--- config.mk ---
export PLATFORM = sky130hd
export DESIGN_NAME = uart_tx_sched
export DESIGN_NICKNAME = d
export VERILOG_FILES = /design/src/rtl/uart_sched_pkg.sv /design/src/rtl/rr_arbiter.sv /design/src/rtl/uart_tx_sched.sv
export SDC_FILE = /design/constraint.sdc
export NUM_CORES = 1
export LEC_CHECK = 0
export ABC_AREA = 1
export CAP_MARGIN = 40
export CORE_MARGIN = 4
export CORE_UTILIZATION = 43
export CTS_BUF_LIST = sky130_fd_sc_hd__clkbuf_4 sky130_fd_sc_hd__clkbuf_8
export DETAILED_ROUTE_END_ITERATION = 8
export PLACE_DENSITY = 0.79
export SLEW_MARGIN = 20
export SYNTH_ARGS = -nofsm -noshare
export SYNTH_HDL_FRONTEND = slang
export SYNTH_SLANG_ARGS = --single-unit
export TNS_END_PERCENT = 50
--- constraint.sdc ---
create_clock -name txclk -period 2.2 [get_ports txclk]
set_input_delay 0.33 -clock txclk [delete_from_list [all_inputs] [get_ports txclk]]
set_output_delay 0.33 -clock txclk [all_outputs]
set_load 0.1 [all_outputs]
--- src/rtl/uart_sched_pkg.sv ---
// uart_sched_pkg: shared types for the UART tx scheduler.
// State encoding and requester-count limits.
package uart_sched_pkg;

    typedef enum logic [1:0] {
        IDLE,
        LOAD,
        WAIT_BUSY,
        WAIT_DONE
    } sched_state_t;

    localparam int N_REQ_MAX = 8;
    localparam int ID_W      = $clog2(N_REQ_MAX);

endpackage

--- src/rtl/rr_arbiter.sv ---
// rr_arbiter: combinational round-robin pick.
// First set request at or after ptr, wrapping modulo N.
module rr_arbiter #(
    parameter int N  = 4,
    parameter int PW = $clog2(N)
) (
    input  logic [N-1:0]  req,
    input  logic [PW-1:0] ptr,
    output logic [N-1:0]  grant,
    output logic          found
);

    logic [PW:0]   sum;
    logic [PW-1:0] idx;

    // scan N positions starting at ptr; first hit wins
    always_comb begin
        grant = '0;
        found = 1'b0;
        sum   = '0;
        idx   = '0;
        for (int k = 0; k < N; k++) begin
            sum = {1'b0, ptr} + (PW+1)'(k);
            if (sum >= (PW+1)'(N)) begin
                sum = sum - (PW+1)'(N);
            end
            idx = sum[PW-1:0];
            if (!found && req[idx]) begin
                grant[idx] = 1'b1;
                found      = 1'b1;
            end
        end
    end

endmodule

--- src/rtl/uart_tx_sched.sv ---
// uart_tx_sched: shares one UART transmitter among N_REQ
// byte producers with round-robin grants.
module uart_tx_sched
    import uart_sched_pkg::*;
#(
    parameter int N_REQ        = 4,
    parameter int DATA_W       = 8,
    parameter int LOAD_TIMEOUT = 15
) (
    input  logic                      txclk,
    input  logic                      reset,
    input  logic                      sched_en,
    input  logic [N_REQ-1:0]          req_valid,
    input  logic [N_REQ*DATA_W-1:0]   req_data,
    output logic [N_REQ-1:0]          req_ack,
    output logic                      ld_tx_data,
    output logic [DATA_W-1:0]         tx_data,
    output logic                      tx_enable,
    input  logic                      tx_empty,
    output logic                      busy,
    output logic [$clog2(N_REQ)-1:0]  grant_id,
    output logic                      err_timeout
);

    localparam int GW = $clog2(N_REQ);
    localparam int CW = $clog2(LOAD_TIMEOUT + 1);

    sched_state_t      state;
    sched_state_t      state_nxt;
    logic [GW-1:0]     rr_ptr;
    logic [N_REQ-1:0]  win_oh;
    logic              found;
    logic [ID_W-1:0]   win_id;
    logic [DATA_W-1:0] win_data;
    logic [CW-1:0]     cnt;
    logic              start;
    logic              tmo;

    rr_arbiter #(
        .N  (N_REQ),
        .PW (GW)
    ) u_arb (
        .req   (req_valid),
        .ptr   (rr_ptr),
        .grant (win_oh),
        .found (found)
    );

    // winner index and byte from the one-hot grant
    always_comb begin
        win_id   = '0;
        win_data = '0;
        for (int i = 0; i < N_REQ; i++) begin
            if (win_oh[i]) begin
                win_id   = ID_W'(i);
                win_data = req_data[i*DATA_W +: DATA_W];
            end
        end
    end

    assign start = sched_en & tx_empty & found;
    assign tmo   = tx_empty &&
                   (cnt == CW'(LOAD_TIMEOUT - 1));

    // next-state decode; also feeds busy/tx_enable registers
    always_comb begin
        state_nxt = state;
        unique case (state)
            IDLE:      if (start) state_nxt = LOAD;
            LOAD:      state_nxt = WAIT_BUSY;
            WAIT_BUSY: begin
                if (!tx_empty) state_nxt = WAIT_DONE;
                else if (tmo)  state_nxt = IDLE;
            end
            WAIT_DONE: if (tx_empty) state_nxt = IDLE;
            default:   state_nxt = IDLE;
        endcase
    end

    // state, pointer, timeout counter and registered outputs
    always_ff @(posedge txclk) begin
        if (reset) begin
            state       <= IDLE;
            rr_ptr      <= '0;
            cnt         <= '0;
            req_ack     <= '0;
            ld_tx_data  <= 1'b0;
            tx_data     <= '0;
            tx_enable   <= 1'b0;
            busy        <= 1'b0;
            grant_id    <= '0;
            err_timeout <= 1'b0;
        end else begin
            state      <= state_nxt;
            busy       <= (state_nxt != IDLE);
            tx_enable  <= sched_en | (state_nxt != IDLE);
            req_ack    <= '0;
            ld_tx_data <= 1'b0;
            unique case (state)
                IDLE: begin
                    if (start) begin
                        tx_data    <= win_data;
                        grant_id   <= win_id[GW-1:0];
                        req_ack    <= win_oh;
                        ld_tx_data <= 1'b1;
                    end
                end
                LOAD: begin
                    cnt <= '0;
                    if (grant_id == GW'(N_REQ - 1)) begin
                        rr_ptr <= '0;
                    end else begin
                        rr_ptr <= grant_id + 1'b1;
                    end
                end
                WAIT_BUSY: begin
                    if (tx_empty) begin
                        if (tmo) err_timeout <= 1'b1;
                        else     cnt <= cnt + 1'b1;
                    end
                end
                default: ;
            endcase
        end
    end

endmodule

==> results.md, run 1 <==
* Fin. max-slew vios at 0
* Vias post-DR at 1942
* Drc violations at 0
* HPWL Detailed at 3.64 mm
* Netlist Area Pre-Place at 1740 um^2
* Max FO, Critical Path at 5
* Htree depth at 1
* Worst-path clk slew at 0.09 ns
* Total Wirelength at about 4.9 mm
* Syn_area_per_cell at between 6 and 7 um^2
* Fin cells at between 300 and 400
* Crit path required time at 2.41 ns
* Synth area leader: dfxtp_1
* Max VDD drop at 343 uV
* Die Y at 71.7 um
* Mapped Nets at 320
* # rows at 22
* Asr flop ratio synth at 0%
* CP max stage cell: dfxtp_1
* Synth Instances at 270
* Yosys cell types at 26
* CTS max path bufs at 2
* Crit share post-route at about nine tenths
* RSZ-0062 raised after global routing: no
* Gpl congestion at ~0.84
* Adder-Cell Fraction of Synth Area at 7.17%
* Fraction of layout cells with a size suffix above 1 at 19.6%
* Post-layout util at about two thirds
* Vias/cell at 5.04
* #FFs+latches synth at 26
* CTS tree: yes
* Top FF cell, synth: dfxtp_1
* Crit-path max cell delay at 0.35 ns
* Post-CTS Hold Buffers at 0
* Setup violations, final at 0
* Xor and xnor area share after synthesis at 0%
* Critical path arrival at between 2 and 2.5 ns
* Clock Latency Late Sink at 0.27 ns
* Most used cell, CP: nand2_1
* Total global-route track usage at between 10% and 20%
* Post-synth EDFFs at 0
* Number of I/O port buffers at 57
* Pre-Repair DR Iteration Count at 4
* Synth Area in Simple Gates at 41.2%
* Fmax at 508 MHz
* Vias in the first global route at 1753
* Min Tclk post-route at 1.97 ns
* Initial antenna violation count at 0
* Congestion Overflow GR at 0
* Routed len/inst at 12.7 um
* Status: finished, final reports clean
* Global-route wire length before repair at 7.62 mm
* Dpl cells at between 300 and 400
* Hold WC Path Type: flop to flop
* Startpoint Class: flop
* Post-synthesis sequential area ratio at 29.8%
* Num Clock Sinks at 26
* Largest family of logic cells by synthesized area: simple AND/OR/NAND/NOR gates
* DRT antenna net count at 0
* Synth Warn # at 0
* Least-Margin Pin Slew at 0.273 ns
* Yosys top cell area share at 29.8%
* Number of DRC markers in iteration 0 at about 160
* Mux contribution to synthesized area at 0%
* PwrDens at 675 nW/um^2
* Final setup TNS at 0 ns
* Setup Skew at 0.00579 ns
* Critical path cell sequence: inv_1 > ha_4 > inv_1 > nand3_1 > nand2_2 > nand3_2 > nor2_1 > nor2_2 > nand2_2 > a21oi_1 > nand2_1 > nand2_1 > nand2_1 > a21oi_1
* Leakage at 0.00115 uW
* Die ar. at 5140 um^2
* Max-Cap Viols at 0
* Slew margin rel. at 81.8%
* Core Footprint at between 3000 and 4000 um^2
* Ports at between 50 and 60
* Ant diodes at 0
* Die width at 71.7 um
* Area grow syn2layout at 42.5%
* Pin count of the biggest net entering global routing at 18
* Hold Slack at 0.472 ns
* Clk root buf: clkbuf_8
* Area contributors post-synth: dfxtp_1, nand2_1, a21oi_1
* Starting Density at 45.9%
* CP endpoint kind: flop
* Critical path type: flop to flop
* Count of final hold-check violations at 0
* Total CTS buffers at 3
* # nets final at 388
* Compound-cell area share of the yosys netlist at 13.3%
* Pwr Total at around 1700 uW
==> layer usage <==
metal	wire [um]	global-route usage, %	part of all wire, %	up-vias
met5	0	0	0	-
met4	51	4.38	1.0	0
met3	403	3.79	8.2	7
met2	2380	30.7	49	59
met1	2070	23.1	42	882
li1	-	-	-	994
==> cell usage in the layout (no fill, tap or decap), drive strengths merged <==
cell type	n
bufinv	1
nand2	88
inv	31
dfxtp	26
o211ai	1
a31oi	2
nand3	23
nor2	39
and2	1
ha	10
nor3	5
and3	1
a21oi	31
buf	27
o22ai	1
clkbuf	3
clkdlybuf4s50	39
o21ai	8
==> what timing repair did <==
action | 4_1_cts | 5_1_grt
setup buffers | 0 | 2
gates resized for setup | 0 | 8
setup endpoints to repair | 0 | 12
hold endpoints to repair | 0 | 0
==> synthesized netlist by cell type, types with 4 or more instances <==
library cell,count
nand2_1,78
a21oi_1,31
nor2_1,29
inv_1,27
dfxtp_1,26
nand3_1,20
ha_1,10
nand2_2,8
nor2_2,8
o21ai_0,6
nor3_1,5
inv_2,4
==> critical path: cells and delay by family, from the launching register on <==
kind            cells  cell delay [ns]
fa+ha+maj           1             0.29
simple gates        9             0.83
flops               1             0.35
compound gates      2             0.29
buf+inv             2             0.14
==> final timing paths <==
path / start / end / slack, ns / depth (start not counted)
max reg2reg: rr_ptr[1] / tx_data[7] / 0.23 / 14
max: rr_ptr[1] / tx_data[7] / 0.23 / 14
min: tx_data[6] / tx_data[6] / 0.47 / 2
min reg2reg: tx_data[6] / tx_data[6] / 0.47 / 2
==> kinds of logic (layout without fill, tap and decap cells) <==
logic type,after synthesis,in the layout
compound gates,43,43
simple gates,156,157
fa+ha+maj,10,10
flops,26,26
buf+inv,35,101
==> layout make-up <==
class / count / area, um^2
clock buffer: 3 / 41.3
clock inverter: 1 / 30.0
fill: 344 / 1310
inverter: 31 / 116
multi-input combinational: 210 / 1120
sequential: 26 / 522
tap: 48 / 60.1
timing repair buffer: 66 / 593
==> sequential cells by signal, summed over array words and instances (netlist names) <==
name,count
cnt,4
grant_id,2
tx_enable,1
rr_ptr,2
err_timeout,1
req_ack,4
state,2
busy,1
ld_tx_data,1
tx_data,8
==> stage by stage <==
stage | setup WS [ns] | area (um^2)
floorplan | 0.00588 | 1750
global placement | 0.0331 | 2350
detailed placement | -0.0141 | 2350
CTS | 0.0908 | 2420
global route | 0.0267 | 2480
finish | 0.231 | 2480
==> report_power, final <==
group | total [uW] | switching [uW] | internal [uW]
combinational | 757 | 506 | 252
sequential | 520 | 18.0 | 502
clock | 400 | 156 | 244
total | 1680 | 680 | 997
Note: power is estimated with default switching activity, not from simulation.
==> run 2: changes to the inputs <==
- CORE_ASPECT_RATIO: unset -> 0.6
- CORE_UTILIZATION: 43 -> 50
- DONT_BUFFER_PORTS: unset -> 1
- PLACE_DENSITY: 0.79 -> 0.68
- SKIP_CTS_REPAIR_TIMING: unset -> 1
==> run 2 against run 1 <==
Compared with the run above:
- sequential share of layout area rose by 4.4 points
- core utilization fell by 3.2 points
- register-to-register slack worse by 0.06 ns
- clock power shrank 22%
- total power is 11% lower
- routed wire length is 12% lower
- sequential power down 0.8%
- clock-buffer cell count increased by 1
- critical path depth did not move
- cell count fell by 11%
- clock skew up 0.00074 ns
- via count shrank 11%
- critical endpoint is now tx_data[3]
==> results.md, run 2 (synthesis results as in run 1) <==
* Power Internal at 851 uW (-15%)
* Net Sw Frac at 43.1% (+2.5 points)
* Vias/cell at 5.08 (+0.75%)
* Net Switching at 643 uW (-5.4%)
* Area grow syn2layout at 17.9%
* Commonest non-fill, non-tap cell in the layout: nand2_1
* Starting Density at 52.8% (+6.9 points)
* Drc violations at 0 (unchanged)
* Seq pwr share at 34.6% (+3.6 points)
* Final setup TNS at 0 ns (unchanged)
* Startpoint Class: flop
* Ant diodes at 0 (unchanged)
* Die width at 84.3 um (+18%)
* Most used cell, CP: nand2_1
* Worst setup path startpoint: rr_ptr[1]
* Fin. max-slew vios at 0 (unchanged)
* Global-route wire length before repair at 6.76 mm (-11%)
* Max-Cap Viols at 0 (unchanged)
* Clk root buf: clkbuf_8
* Biggest regs: tx_data: 8 flops, cnt: 4 flops, req_ack: 4 flops
* R2R Setup Slk at 0.17 ns (-0.06 ns)
* Number of DRC markers in iteration 0 at 96 (-41%)
* Setup WS post-layout at 0.175 ns (-0.0566 ns)
* Total CTS buffers at 3 (unchanged)
* Core Footprint at 3300 um^2 (-13%)
* Htree depth at 1 (unchanged)
* Worst r2r path cells at 14 (unchanged)
* DRT antenna net count at 0 (unchanged)
* # nets final at 348 (-10%)
* Critical path arrival at 2.24 ns (+0.06 ns)
* # fillers at 315 (-8.4%)
* Die ar. at 4530 um^2 (-12%)
* Comb pwr share at 44.6% (-0.6 points)
* CP max stage cell: dfxtp_1
* Biggest register: tx_data
* Clk network pwr share at 20.8% (-3.0 points)
* PwrDens at 727 nW/um^2 (+7.7%)
* Max FO, Critical Path at 6 (+1)
* Slew margin rel. at 80.4% (-1.3 points)
* Crit path required time at 2.41 ns (about the same)
* CP endpoint kind: flop
* Max VDD drop at 397 uV (+16%)
* Capture point of the worst path: tx_data[3]
* Pre-Repair DR Iteration Count at 4 (unchanged)
* Most frequent cells in the layout: nand2_1, a21oi_1, nor2_1, inv_1
* Count of final hold-check violations at 0 (unchanged)
* Min Tclk post-route at 2.03 ns (+0.0566 ns)
* # rows at 16 (-27%)
* Routed len/inst at 12.7 um (-0.45%)
* Place WS at 0.130 ns (+0.144 ns)
* Fraction of layout cells with a size suffix above 1 at 21.2% (+1.6 points)
* Worst-path clk slew at 0.09 ns (about the same)
* Reg2reg end: tx_data[3]
* Die Y at 53.8 um (-25%)
* Fmax at 494 MHz (-2.8%)
* Total Wirelength at 4.33 mm (-12%)
* Ports at 58 (unchanged)
* Clock Latency Late Sink at 0.27 ns (about the same)
* Critical path type: flop to flop
* Pwr Total at 1490 uW (-11%)
* Num Clock Sinks at 26 (unchanged)
* Hold WC Path Type: input pin to flop
* Buf+Inv Stages, Crit Path at 3 (+1)
* CTS max path bufs at 2 (unchanged)
* Setup Skew at 0.00653 ns (+0.000744 ns)
* Pin count of the biggest net entering global routing at 18 (unchanged)
* Status: finished, final reports clean
* Worst path depth at 14 (unchanged)
* Initial antenna violation count at 0 (unchanged)
* Critical path cell sequence: inv_1 > ha_1 > inv_2 > nand3_1 > nand2_1 > nand2_2 > nor2_4 > nand2_2 > o21ai_4 > buf_6 > a21oi_1 > nand2_1 > nand2_1 > a21oi_1
* Family with the most delay on the worst path: simple AND/OR/NAND/NOR gates
* FF-to-FF Start: rr_ptr[1]
* Total global-route track usage at 18.7% (+0.73 points)
* Number of I/O port buffers at 0 (-100%)
* Leakage at 0.000991 uW (-14%)
* Least-Margin Pin Slew at 0.292 ns (+0.0198 ns)
* Vias post-DR at 1738 (-11%)
* CTS tree: yes
* Crit share post-route at 92.1% (+2.6 points)
* Max FFs per register at 8 (unchanged)
* Congestion Overflow GR at 0 (unchanged)
* Area post-placement at 1940 um^2 (-17%)
* Setup violations, final at 0 (unchanged)
* RSZ-0062 raised after global routing: no
* Gpl congestion at 0.879 (+4.3%)
* HPWL Detailed at 3.41 mm (-6.5%)
* Final design instance area without fill at 2060 um^2 (-17%)
* Crit-path max cell delay at 0.34 ns (about the same)
* Hold Slack at 0.109 ns (-0.363 ns)
* Vias in the first global route at 1480 (-16%)
run 2: routing by layer:
layer	track usage (%)	vias up	share of wire (%)
li1	-	917	-
met1	27.4	764	50
met2	28.1	53	42
met3	5.66	4	8.0
met4	1.60	0	0.23
met5	0	-	0
run 2: power groups by stage:
stage | Sequential (uW) | Clock, uW | Combinational [uW]
5_1_grt | 520 | 341 | 728
6_report | 516 | 311 | 666
3_3_place_gp | 527 | 0 | 623
3_5_place_dp | 527 | 0 | 628
2_1_floorplan | 715 | 0 | 332
4_1_cts | 516 | 322 | 628
run 2: through the flow:
stage	util [%]	std cells
4_1_cts	60.5	338
5_1_grt	62.2	342
2_1_floorplan	-	270
3_5_place_dp	58.8	334
3_3_place_gp	58.8	334
6_report	62.2	342
run 2: layout make-up:
cell class	count	area [um^2]	share of cell area (%)
multi-input cells	210	1100	53.6
repair buffers	26	199	9.68
clock buffers	4	55.1	2.68
inverters	31	121	5.90
well taps	45	56.3	2.74
flip-flops and latches	26	522	25.4
run 2: how the worst min path moves through the flow:
stage	from	end	slack, ns	cells after the start
3_3_place_gp	reset	tx_data[4]	0.40	1
2_1_floorplan	reset	tx_data[3]	0.40	1
3_5_place_dp	reset	tx_data[3]	0.40	1
5_1_grt	reset	tx_data[3]	0.09	1
4_1_cts	reset	tx_data[3]	0.10	1
6_report	reset	tx_data[6]	0.11	1
==> run 3: changes to the inputs <==
- REMOVE_ABC_BUFFERS: unset -> 1
- SYNTH_HIERARCHICAL: unset -> 1
==> run 3 against run 2 <==
Compared with the run above:
- via count shrank 2.9%
- synthesized cell count shrank 5.2%
- clock-buffer cell count is the same
- global-route usage grew 1.3 points
- flip-flop and latch count is the same
- sequential share of layout area shrank 0.11 points
- final area grew 0.43%
- fmax shrank 0.23%
- largest power group unchanged
- die area grew 0.37%
- clock skew shrank 0.0015 ns
- non-clock buffer count shrank 1
==> results.md, run 3 <==
* #FFs+latches synth at 26 (unchanged)
* Gr busiest metal: met2
* Gpl congestion at 0.911 (+3.6%)
* Post-synthesis sequential area ratio at 29.7% (-0.13 points)
* Starting Density at 53.0% (+0.23 points)
* CTS max path bufs at 2 (unchanged)
* Most frequent cells in the layout: nand2_1, nor2_1, nand3_1, dfxtp_1, buf_4
* Post-synth EDFFs at 0 (unchanged)
* Area contributors post-synth: dfxtp_1, nand2_1, nand3_1
* Worst setup path startpoint: rr_ptr[1]
* Reg2reg end: tx_data[2]
* R2R Setup Slk at 0.17 ns (about the same)
* Drc violations at 0 (unchanged)
* Least-Margin Pin Slew at 0.367 ns (+0.0741 ns)
* Clock Latency Late Sink at 0.27 ns (about the same)
* # nets final at 330 (-5.2%)
* PwrDens at 729 nW/um^2 (+0.29%)
* CP endpoint kind: flop
* Worst-path clk slew at 0.09 ns (about the same)
* Grt met3 use at 6.88% (+1.2 points)
* Asr flop ratio synth at 0% (unchanged)
* Max FO, Critical Path at 8 (+2)
* Critical path cell sequence: inv_1 > ha_4 > inv_1 > nand3_1 > nand2_2 > nand2_4 > nor2_4 > nand3_1 > nand2_2 > inv_2 > nand2_4 > nor2_8 > nand2_1 > nand3_1 > nor2_1 > nor2_1
* Num Clock Sinks at 26 (unchanged)
* Met1 usage in global routing at 28.0% (+0.62 points)
* Number of I/O port buffers at 0 (unchanged)
* Hold WC Path Type: input pin to flop
* Pwr Total at 1500 uW (+0.72%)
* Pin count of the biggest net entering global routing at 22 (+4)
* Vias/cell at 5.19 (+2.1%)
* Synth Instances at 256 (-5.2%)
* Global-route wire length before repair at 7.25 mm (+7.3%)
* Most used cell, CP: nand3_1
* Max FFs per register at 8 (unchanged)
* Final setup TNS at 0 ns (unchanged)
* Setup violations, final at 0 (unchanged)
* Die Y at 53.8 um (+0.18%)
* CP max stage cell: dfxtp_1
* Yosys cell types at 27 (+3.8%)
* # fillers at 300 (-4.8%)
* Vias post-DR at 1687 (-2.9%)
* Critical path type: flop to flop
* Ports at 58 (unchanged)
* Top FF cell, synth: dfxtp_1
* # rows at 16 (unchanged)
* Biggest register: tx_data
* Hold Slack at 0.114 ns (+0.00533 ns)
* Synth top cells by count: nand2_1, nor2_1, nand3_1
* Crit share post-route at 92.3% (+0.21 points)
* Biggest regs: tx_data: 8 flops, cnt: 4 flops, req_ack: 4 flops
* Synth area leader: dfxtp_1
* Core Footprint at 3300 um^2 (unchanged)
* Place WS at 0.0166 ns (-0.114 ns)
* Congestion Overflow GR at 0 (unchanged)
* Max-Cap Viols at 0 (unchanged)
* Initial antenna violation count at 0 (unchanged)
* Post-layout util at 62.5% (+0.27 points)
* Pre-Repair DR Iteration Count at 4 (unchanged)
* Vias in the first global route at 1555 (+5.1%)
* HPWL Detailed at 3.44 mm (+0.87%)
* Total Wirelength at 4.32 mm (-0.44%)
* Total global-route track usage at 20.1% (+1.3 points)
* Syn_area_per_cell at 6.84 um^2 (+5.9%)
* Clk root buf: clkbuf_8
* Status: finished, final reports clean
* Htree depth at 1 (unchanged)
* Slew margin rel. at 75.3% (-5.1 points)
* FF-to-FF Start: rr_ptr[1]
* Netlist Area Pre-Place at 1750 um^2 (+0.43%)
* Capture point of the worst path: tx_data[2]
* DRT antenna net count at 0 (unchanged)
* Synth Warn # at 6 (+6)
* Routed len/inst at 13.3 um (+4.8%)
* Number of DRC markers in iteration 0 at 90 (-6.3%)
* Total CTS buffers at 3 (unchanged)
* Commonest non-fill, non-tap cell in the layout: nand2_1
* Min Tclk post-route at 2.03 ns (+0.00457 ns)
* Cell with the most instances after synthesis: nand2_1
* Yosys top cell area share at 29.7% (-0.13 points)
* Count of final hold-check violations at 0 (unchanged)
* Setup WS post-layout at 0.170 ns (-0.00457 ns)
* Worst r2r path cells at 16 (+2)
* Crit path required time at 2.37 ns (-0.04 ns)
* Startpoint Class: flop
* Ant diodes at 0 (unchanged)
* Fraction of layout cells with a size suffix above 1 at 23.6% (+2.4 points)
* Die ar. at 4550 um^2 (+0.37%)
* Max VDD drop at 440 uV (+11%)
* Die width at 84.4 um (+0.19%)
* Area grow syn2layout at 17.9% (about the same)
* CTS tree: yes
* Fin. max-slew vios at 0 (unchanged)
* Met2 usage at 31.0% (+2.9 points)
* Fmax at 493 MHz (-0.23%)
* Leakage at 0.000963 uW (-2.8%)
* Crit-path max cell delay at 0.32 ns (-0.02 ns)
* Setup Skew at 0.00506 ns (-0.00147 ns)
* Critical path arrival at 2.20 ns (-0.04 ns)
[run 3: changes by cell type in the layout (fill, tap and decap cells not counted), moves of 3 or more]
cell	delta
a21oi_1	-19
inv_1	-9
nand2_1	-10
nand3_1	+12
nor2_1	+9
nor2_2	-8
nor3_1	-5
o21ai_0	-3
o21ai_1	+8
[run 3: stage by stage]
stage	area, um^2	instances
5_1_grt	2060	325
6_report	2060	325
3_3_place_gp	1970	320
4_1_cts	2020	324
2_1_floorplan	1700	250
3_5_place_dp	1970	320
[run 3: power by group]
group          internal (uW)  switching, uW  leakage (uW)  total (uW)
combinational            196            490      0.000721         685
sequential               503           12.8      0.000213         516
clock                    160            144     0.0000288         303
total                    858            646      0.000963        1500
[run 3: kinds of logic (layout without fill, tap and decap cells)]
| logic type | Yosys count | in the layout | share of synthesized area, % |
|---|---|---|---|
| buffers and inverters | 31 | 54 | 8.29 |
| and+or+nand+nor | 160 | 161 | 45.5 |
| adders and majority gates | 9 | 9 | 6.43 |
| AOI/OAI and AO/OA | 30 | 30 | 10.1 |
| DFF | 26 | 26 | 29.7 |
[run 3: area by class of cell]
class                   instances  area [um^2]  share of cell area (%)
well taps                      45         56.3                    2.73
flip-flops and latches         26          522                    25.3
multi-input cells             200         1120                    54.4
repair buffers                 25          213                    10.3
inverters                      25         96.3                    4.67
clock buffers                   4         55.1                    2.67
[run 3: worst min path at each step]
stage	startpoint	end	slack, ns	depth (start not counted)
6_report	reset	cnt[1]	0.11	1
4_1_cts	reset	cnt[1]	0.11	1
3_3_place_gp	reset	cnt[1]	0.40	1
3_5_place_dp	reset	cnt[1]	0.40	1
5_1_grt	reset	cnt[1]	0.1	1
2_1_floorplan	reset	cnt[1]	0.39	1
[run 3: worst max-delay path, delay by kind of cell (launching register included)]
family	cells	cell delay [ns]
AND/OR/NAND/NOR	12	1.09
flip-flops	1	0.32
buffers and inverters	3	0.30
adder cells (fa/ha/maj)	1	0.22
[run 3: per-layer routing]
metal	wire [um]	up-vias	share of wire [%]
met3	405	4	9.4
met2	1740	72	40
met5	0	-	0
li1	-	870	-
met4	23	0	0.53
met1	2150	741	50
